**src/rtl/jtcontra_main_io_if.sv**
```systemverilog
// jtcontra_main_io_if
// Bundles the main-CPU bus and the sound-CPU handshake of jtcontra_main_io.
//   master : CPU decoder / sound side, drives bus writes and snd_ack
//   slave  : jtcontra_main_io, drives rom_addr and the sound latch/status
// Signals:
//   cpu_cen, cpu_addr[15:0], cpu_dout[7:0], bank_we, out_we  -> slave
//   rom_addr[BANK_W+12:0]                                    <- slave
//   snd_latch[7:0], snd_irq, snd_status[7:0]                 <- slave
//   snd_ack                                                  -> slave
interface jtcontra_main_io_if #(
    parameter int BANK_W = 4
) ();
    logic                cpu_cen;
    logic [15:0]         cpu_addr;
    logic [7:0]          cpu_dout;
    logic                bank_we;
    logic                out_we;
    logic [BANK_W+12:0]  rom_addr;
    logic [7:0]          snd_latch;
    logic                snd_irq;
    logic                snd_ack;
    logic [7:0]          snd_status;

    modport master (
        output cpu_cen, cpu_addr, cpu_dout, bank_we, out_we, snd_ack,
        input  rom_addr, snd_latch, snd_irq, snd_status
    );

    modport slave (
        input  cpu_cen, cpu_addr, cpu_dout, bank_we, out_we, snd_ack,
        output rom_addr, snd_latch, snd_irq, snd_status
    );
endinterface

```
**src/rtl/jtcontra_main_io.sv**
```systemverilog
// jtcontra_main_io
// Main-CPU I/O controller: ROM bank register, sound-command FIFO with an
// IRQ/ack handshake toward the sound CPU, video IRQ latch, coin-counter
// pulse stretchers and watchdog.
// Ports:
//   clk, rst   : clock, synchronous active-high reset
//   bus        : CPU bus + sound handshake (jtcontra_main_io_if.slave)
//   gfx_irqn   : video IRQ, active low, asynchronous to the CPU
//   irq_ack    : CPU IRQ acknowledge pulse
//   irq_n      : main CPU IRQ, active low
//   coin_cnt   : coin-counter drives
//   wdog_rst   : one-clk watchdog reset pulse
module jtcontra_main_io #(
    parameter int BANK_W   = 4,
    parameter int BANK_OFS = 4,
    parameter int FIFO_AW  = 2,
    parameter int WDOG_W   = 16,
    parameter int WDOG_EN  = 1,
    parameter int COIN_LEN = 8
) (
    input  logic                 clk,
    input  logic                 rst,
    jtcontra_main_io_if.slave    bus,
    input  logic                 gfx_irqn,
    input  logic                 irq_ack,
    output logic                 irq_n,
    output logic [1:0]           coin_cnt,
    output logic                 wdog_rst
);
    localparam int AW    = BANK_W + 13;
    localparam int DEPTH = 1 << FIFO_AW;
    localparam int CW    = $clog2(COIN_LEN + 1);

    typedef enum logic [1:0] {S_IDLE, S_PRESENT, S_GAP} snd_state_t;

    logic [BANK_W-1:0]  bank, bank_sum;
    logic [7:0]         staging;
    logic [7:0]         fifo_mem [DEPTH];
    logic [FIFO_AW-1:0] wr_ptr, rd_ptr;
    logic [FIFO_AW:0]   count, count_nx;
    logic               overflow, full, empty;
    logic [3:0]         count_sat;
    snd_state_t         st;
    logic [7:0]         latch_r;
    logic               irq_r;
    logic               gfx_s, gfx_l, gfx_fall;
    logic [WDOG_W-1:0]  wdog_cnt;
    logic [CW-1:0]      coin_left [2];

    logic out_wr, wr_coin, wr_push, wr_stage, wr_kick, pop, push_ok;

    assign out_wr   = bus.cpu_cen & bus.out_we;
    assign wr_coin  = out_wr & (bus.cpu_addr[2:1] == 2'b00);
    assign wr_push  = out_wr & (bus.cpu_addr[2:1] == 2'b01);
    assign wr_stage = out_wr & (bus.cpu_addr[2:1] == 2'b10);
    assign wr_kick  = out_wr & (bus.cpu_addr[2:1] == 2'b11);

    // ROM banking
    assign bank_sum     = bank + BANK_W'(BANK_OFS);
    assign bus.rom_addr = bus.cpu_addr[15] ? AW'({1'b0, bus.cpu_addr[14:0]})
                                           : AW'({bank_sum, bus.cpu_addr[12:0]});

    always_ff @(posedge clk) begin
        if (rst) begin
            bank    <= '0;
            staging <= '0;
        end else begin
            if (bus.cpu_cen && bus.bank_we) bank <= bus.cpu_dout[BANK_W-1:0];
            if (wr_stage) staging <= bus.cpu_dout;
        end
    end

    // Sound FIFO. A push into a full FIFO still lands when the same clock
    // pops, since the pop frees the slot being written.
    assign full    = (count == (FIFO_AW+1)'(DEPTH));
    assign empty   = (count == '0);
    assign pop     = (st == S_PRESENT) & bus.snd_ack;
    assign push_ok = wr_push & (~full | pop);

    always_comb begin
        count_nx = count;
        case ({push_ok, pop})
            2'b10:   count_nx = count + 1'b1;
            2'b01:   count_nx = count - 1'b1;
            default: count_nx = count;
        endcase
        count_sat = (32'(count) > 15) ? 4'hF : 4'(count);
    end

    assign bus.snd_status = {overflow, full, empty, 1'b0, count_sat};

    always_ff @(posedge clk) begin
        if (push_ok) fifo_mem[wr_ptr] <= staging;
    end

    always_ff @(posedge clk) begin
        if (rst) begin
            wr_ptr   <= '0;
            rd_ptr   <= '0;
            count    <= '0;
            overflow <= 1'b0;
        end else begin
            if (push_ok) wr_ptr <= wr_ptr + 1'b1;
            if (pop)     rd_ptr <= rd_ptr + 1'b1;
            count <= count_nx;
            if (wr_push && full && !pop) overflow <= 1'b1;
        end
    end

    // The latch loads whenever PRESENT is entered, so it never changes
    // while snd_irq is high; reading at the GAP exit also picks up a byte
    // written on the same clock as the previous pop.
    always_ff @(posedge clk) begin
        if (rst) begin
            st      <= S_IDLE;
            latch_r <= '0;
            irq_r   <= 1'b0;
        end else begin
            case (st)
                S_IDLE: if (!empty) begin
                    st      <= S_PRESENT;
                    irq_r   <= 1'b1;
                    latch_r <= fifo_mem[rd_ptr];
                end
                S_PRESENT: if (bus.snd_ack) begin
                    irq_r <= 1'b0;
                    st    <= (count_nx != '0) ? S_GAP : S_IDLE;
                end
                S_GAP: begin
                    st      <= S_PRESENT;
                    irq_r   <= 1'b1;
                    latch_r <= fifo_mem[rd_ptr];
                end
                default: begin
                    st    <= S_IDLE;
                    irq_r <= 1'b0;
                end
            endcase
        end
    end

    assign bus.snd_latch = latch_r;
    assign bus.snd_irq   = irq_r;

    // Video IRQ: two-stage sample, edge detected between the stages.
    assign gfx_fall = gfx_l & ~gfx_s;

    always_ff @(posedge clk) begin
        if (rst) begin
            gfx_s <= 1'b1;
            gfx_l <= 1'b1;
            irq_n <= 1'b1;
        end else begin
            gfx_s <= gfx_irqn;
            gfx_l <= gfx_s;
            irq_n <= ~(gfx_fall | (~irq_n & ~irq_ack));
        end
    end

    // Watchdog
    always_ff @(posedge clk) begin
        if (rst) begin
            wdog_cnt <= '0;
            wdog_rst <= 1'b0;
        end else begin
            wdog_rst <= 1'b0;
            if (bus.cpu_cen) begin
                if (wr_kick) begin
                    wdog_cnt <= '0;
                end else if (&wdog_cnt) begin
                    wdog_cnt <= '0;
                    wdog_rst <= (WDOG_EN != 0);
                end else begin
                    wdog_cnt <= wdog_cnt + 1'b1;
                end
            end
        end
    end

    // Coin counters: a write reloads the full length even mid-pulse.
    always_ff @(posedge clk) begin
        if (rst) begin
            coin_left[0] <= '0;
            coin_left[1] <= '0;
        end else begin
            for (int i = 0; i < 2; i++) begin
                if (wr_coin && bus.cpu_dout[i])
                    coin_left[i] <= CW'(COIN_LEN);
                else if (bus.cpu_cen && coin_left[i] != '0)
                    coin_left[i] <= coin_left[i] - 1'b1;
            end
        end
    end

    assign coin_cnt = {coin_left[1] != '0, coin_left[0] != '0};
endmodule

```
**src/flat_wrapper.sv**
```systemverilog
// flat-port wrapper written by rule: the top's interface ports become plain ports
module jtcontra_main_io_flat 
#(
    parameter int BANK_W   = 4,
    parameter int BANK_OFS = 4,
    parameter int FIFO_AW  = 2,
    parameter int WDOG_W   = 16,
    parameter int WDOG_EN  = 1,
    parameter int COIN_LEN = 8
)
  (clk, rst, gfx_irqn, irq_ack, irq_n, coin_cnt, wdog_rst, bus_cpu_cen, bus_cpu_addr, bus_cpu_dout, bus_bank_we, bus_out_we, bus_snd_ack, bus_rom_addr, bus_snd_latch, bus_snd_irq, bus_snd_status);
  jtcontra_main_io_if #(.BANK_W(BANK_W)) bus_i ();
  input  logic clk;
  input  logic rst;
  input  logic gfx_irqn;
  input  logic irq_ack;
  output logic irq_n;
  output logic [1:0] coin_cnt;
  output logic wdog_rst;
  input wire logic [$bits(bus_i.cpu_cen)-1:0] bus_cpu_cen;
  input wire logic [$bits(bus_i.cpu_addr)-1:0] bus_cpu_addr;
  input wire logic [$bits(bus_i.cpu_dout)-1:0] bus_cpu_dout;
  input wire logic [$bits(bus_i.bank_we)-1:0] bus_bank_we;
  input wire logic [$bits(bus_i.out_we)-1:0] bus_out_we;
  input wire logic [$bits(bus_i.snd_ack)-1:0] bus_snd_ack;
  output wire logic [$bits(bus_i.rom_addr)-1:0] bus_rom_addr;
  output wire logic [$bits(bus_i.snd_latch)-1:0] bus_snd_latch;
  output wire logic [$bits(bus_i.snd_irq)-1:0] bus_snd_irq;
  output wire logic [$bits(bus_i.snd_status)-1:0] bus_snd_status;
  assign bus_i.cpu_cen = bus_cpu_cen;
  assign bus_i.cpu_addr = bus_cpu_addr;
  assign bus_i.cpu_dout = bus_cpu_dout;
  assign bus_i.bank_we = bus_bank_we;
  assign bus_i.out_we = bus_out_we;
  assign bus_i.snd_ack = bus_snd_ack;
  assign bus_rom_addr = bus_i.rom_addr;
  assign bus_snd_latch = bus_i.snd_latch;
  assign bus_snd_irq = bus_i.snd_irq;
  assign bus_snd_status = bus_i.snd_status;
  jtcontra_main_io #(.BANK_W(BANK_W), .BANK_OFS(BANK_OFS), .FIFO_AW(FIFO_AW), .WDOG_W(WDOG_W), .WDOG_EN(WDOG_EN), .COIN_LEN(COIN_LEN)) u_core (.clk(clk), .rst(rst), .bus(bus_i), .gfx_irqn(gfx_irqn), .irq_ack(irq_ack), .irq_n(irq_n), .coin_cnt(coin_cnt), .wdog_rst(wdog_rst));
endmodule
```
**config.mk**
```make
export PLATFORM = sky130hd
export DESIGN_NAME = jtcontra_main_io_flat
export DESIGN_NICKNAME = d
export VERILOG_FILES = /design/src/rtl/jtcontra_main_io_if.sv /design/src/rtl/jtcontra_main_io.sv /design/src/flat_wrapper.sv
export SDC_FILE = /design/constraint.sdc
export NUM_CORES = 1
export LEC_CHECK = 0
export BUFFER_PORTS_ARGS = -buffer_cell sky130_fd_sc_hd__buf_2
export CORE_AREA = 2 2 102 124
export CTS_CLUSTER_DIAMETER = 120
export DETAILED_ROUTE_END_ITERATION = 12
export DIE_AREA = 0 0 104 126
export SKIP_CTS_REPAIR_TIMING = 1
export SYNTH_ARGS = -nofsm -noshare
export SYNTH_HDL_FRONTEND = slang
export SYNTH_SLANG_ARGS = --single-unit
```
**constraint.sdc**
```tcl
create_clock -name clk -period 3.6 [get_ports clk]
set_clock_uncertainty 0.1 [all_clocks]
set_input_delay 0.36 -clock clk [delete_from_list [all_inputs] [get_ports clk]]
set_output_delay 0.36 -clock clk [all_outputs]
set_load 0.05 [all_outputs]
```
==> impl_metrics.yaml <==
place:
  hpwl_um: 5570
  portBuffers: 45
  gp_congestion: 0.779
  dp.cells: 550
floorplan:
  start_util_pct: 34.4
  fp.dieH_um: 126
  die_w_um: 104
  num_rows: 44
  num_io_pins: 70
  coreArea_sq_um: 11900
  die-area_sq_um: 13100
layout:
  mostFrequentLayoutCells: "dfxtp_1 (53), buf_2 (45), edfxtp_1 (40)"
  diodes: 0
  num-fill-cells: 1184
  layout_commonest_cell: "dfxtp_1"
  layout.nets: 440
  final_layout_size_suffix_gt1_share_pct: 19.0
  fin_util_pct: 39.1
  area_delta_synth_final_pct: 13.7
  fin_cells: 566
power_and_ir_drop:
  p_sw_uw: 641
  p_comb_share_pct: 12.2
  clockPowerShare_pct: 39.8
  power_density_nw_per_um2: 523
  p_total_uw: 2430
  switching_share_pct: 26.4
  p_leak_uw: 0.00167
  intPower_uw: 1790
  seqPwrFrac_pct: 48.0
  irDropWorstVdd_v: 0.000269
synthesis:
  syn-cell-area_sq_um: 4090
  synth-seq-cells: 93
  yosys-top-cells-area: "edfxtp_1 (29%), dfxtp_1 (26%), mux4_2 (4.4%)"
  synth.distinct_cells: 55
  syn_area_per_cell_sq_um: 10.9
  yosys_warnings: 0
  synth-edff-count: 40
  synth_seq_area_share_pct: 55.3
  synthFlopType: "dfxtp_1"
  synth_top_area_share_pct: 29.4
  synth_cells: 374
  yosys.area.top_type: "edfxtp_1"
  async_flop_share_pct: 0
sta:
  slew_headroom_pct: 50.6
  period_share_pct: 63.2
  setup_tns_ns: 0
  setup-violations-final: 0
  rsz0062_at_grt: "false"
  worst_slew_pin_slew_ns: 0.742
  fmax_mhz: 440
  hold_violations: 0
  final.min_clock_period_ns: 2.27
  slew_viol_final: 0
cts:
  path_clk_slew_ns: 0.06
  cts-root-buf: "clkbuf_16"
  cts_tree: "built"
  clk_path_buf_depth: 2
  clock_latency_ns: 0.34
  cts.sinks: 93
  htreeDepth: 3
  cts_made_buffers: 9
grt:
  antenna_found_initial: 0
  grt_max_degree: 43
  grt_pass1_wl_um: 12400
  grt_pass1_vias: 2621
  overflow: 0
  grtUsageTotal_pct: 11.9
routing:
  detail_route.first_pass.iterations: 6
  drt_iter0_markers: 99
  antenna_left: 0
  viasPerCell: 4.85
  totalWireLength_um: 7670
  drc: 0
  vias: 2746
  wire_per_inst_um: 13.5
critical_path:
  arrival_ns: 1.81
  ff2ff_setup_slack_ns: 1.44
  path_buf_inv: 1
  worst_path_dominant_cell_family: "simple AND/OR/NAND/NOR gates"
  cp_slowest_cell: "nor3b_1"
  path_cells: "nor3b_1 -> buf_2"
  endpoint_kind: "output pin"
  slowest_delay_ns: 0.62
  r2r-start: "u_core.wdog_cnt[0]"
  reg2reg_depth: 5
  crit_type: "flip-flop to output pin"
  worstSetupStartpointType: "flip-flop"
  regToRegEndpoint: "u_core.wdog_cnt[13]"
  critPathRequiredTime_ns: 3.14
  path_max_fanout: 8
min_path:
  min_path_type: "input pin to flip-flop"
  hold-path-cell-count: 2
  worstHoldStart: "gfx_irqn"
  hold_path_end: "u_core.gfx_s"
flow_run:
  drv_cap: 0
outcome:
  outcome: "completed"
cells by family after synthesis:
kind of cell	synth area share, %
other cells	0.0917
compound gates	6.21
fa+ha+maj	2.63
flops	55.3
buf+inv	5.85
simple gates	18.6
xor+xnor	3.86
mux	7.44
cells in the mapped netlist (all sizes together) (2+ instances only):
| cell | n |
|---|---|
| dfxtp | 53 |
| edfxtp | 40 |
| nand2 | 35 |
| nor2 | 35 |
| a21oi | 22 |
| buf | 22 |
| nor3 | 17 |
| xnor2 | 14 |
| inv | 12 |
| nand3 | 12 |
| clkbuf | 11 |
| nand4 | 10 |
| mux2i | 9 |
| mux4 | 8 |
| ha | 7 |
| nand2b | 7 |
| and2 | 5 |
| nand4b | 5 |
| nor4 | 5 |
| xor2 | 4 |
| mux2 | 3 |
| o21ai | 3 |
| a31oi | 2 |
| nand3b | 2 |
| nor2b | 2 |
| o31ai | 2 |
| or2 | 2 |
| or4 | 2 |
state kept, by name (all words and copies together), names as in the netlist, named ones only:
register,count
u_core.bank,4
u_core.bus.snd_irq,1
u_core.bus.snd_latch,8
u_core.coin_left,8
u_core.count,3
u_core.fifo_mem,32
u_core.gfx_l,1
u_core.gfx_s,1
u_core.irq_n,1
u_core.overflow,1
u_core.rd_ptr,2
u_core.st,2
u_core.staging,8
u_core.wdog_cnt,16
u_core.wdog_rst,1
u_core.wr_ptr,2
worst max path at each step:
stage	start	end	slack, ns	cells after the start
after floorplan	bus_cpu_cen	u_core.st[1]	1.51	7
after global placement	bus_cpu_cen	u_core.st[1]	1.11	7
after detailed placement	bus_cpu_cen	u_core.st[1]	1.00	6
after CTS	u_core.count[2]	bus_snd_status[6]	1.33	2
after global routing	bus_cpu_cen	u_core.st[1]	1.09	7
final	u_core.count[2]	bus_snd_status[6]	1.33	2
stage by stage:
stage	instance area, sq um	hold WS, ns	worst slack, ns
after global routing	4650	0.0987	1.09
after floorplan	4090	0.315	1.51
after global placement	4340	0.324	1.11
after CTS	4650	0.0872	1.33
final	4650	0.101	1.33
after detailed placement	4340	0.329	1.00
layer usage:
layer / GRT usage (%) / wire length, um
met5: 0 / 0
met4: 5.33 / 152
met3: 3.42 / 415
met2: 20.1 / 3710
met1: 14.2 / 3390
power by group through the flow:
stage | combinational (uW) | sequential (uW) | clock [uW]
final | 296 | 1170 | 968
after global routing | 322 | 1170 | 1020
after CTS | 299 | 1170 | 997
after detailed placement | 299 | 1190 | 0
after global placement | 293 | 1190 | 0
after floorplan | 229 | 1230 | 0
worst reg2reg max path, cell delays in order, from the launching register on:
cell	delay, ns
dfxtp_1	0.40
ha_1	0.27
nand3_1	0.09
or4_1	0.59
a21boi_2	0.46
nor3_1	0.10
layout make-up:
class                   count  area (sq um)  area share [%]
clock buffers              10           229            4.93
clock inverters             6          78.8            1.70
inverters                  12          45.0           0.969
multi-input cells         237          1590            34.2
flip-flops and latches     93          2260            48.7
well taps                 161           201            4.33
repair buffers             47           240            5.17
Note: power is estimated with default switching activity, not from simulation.
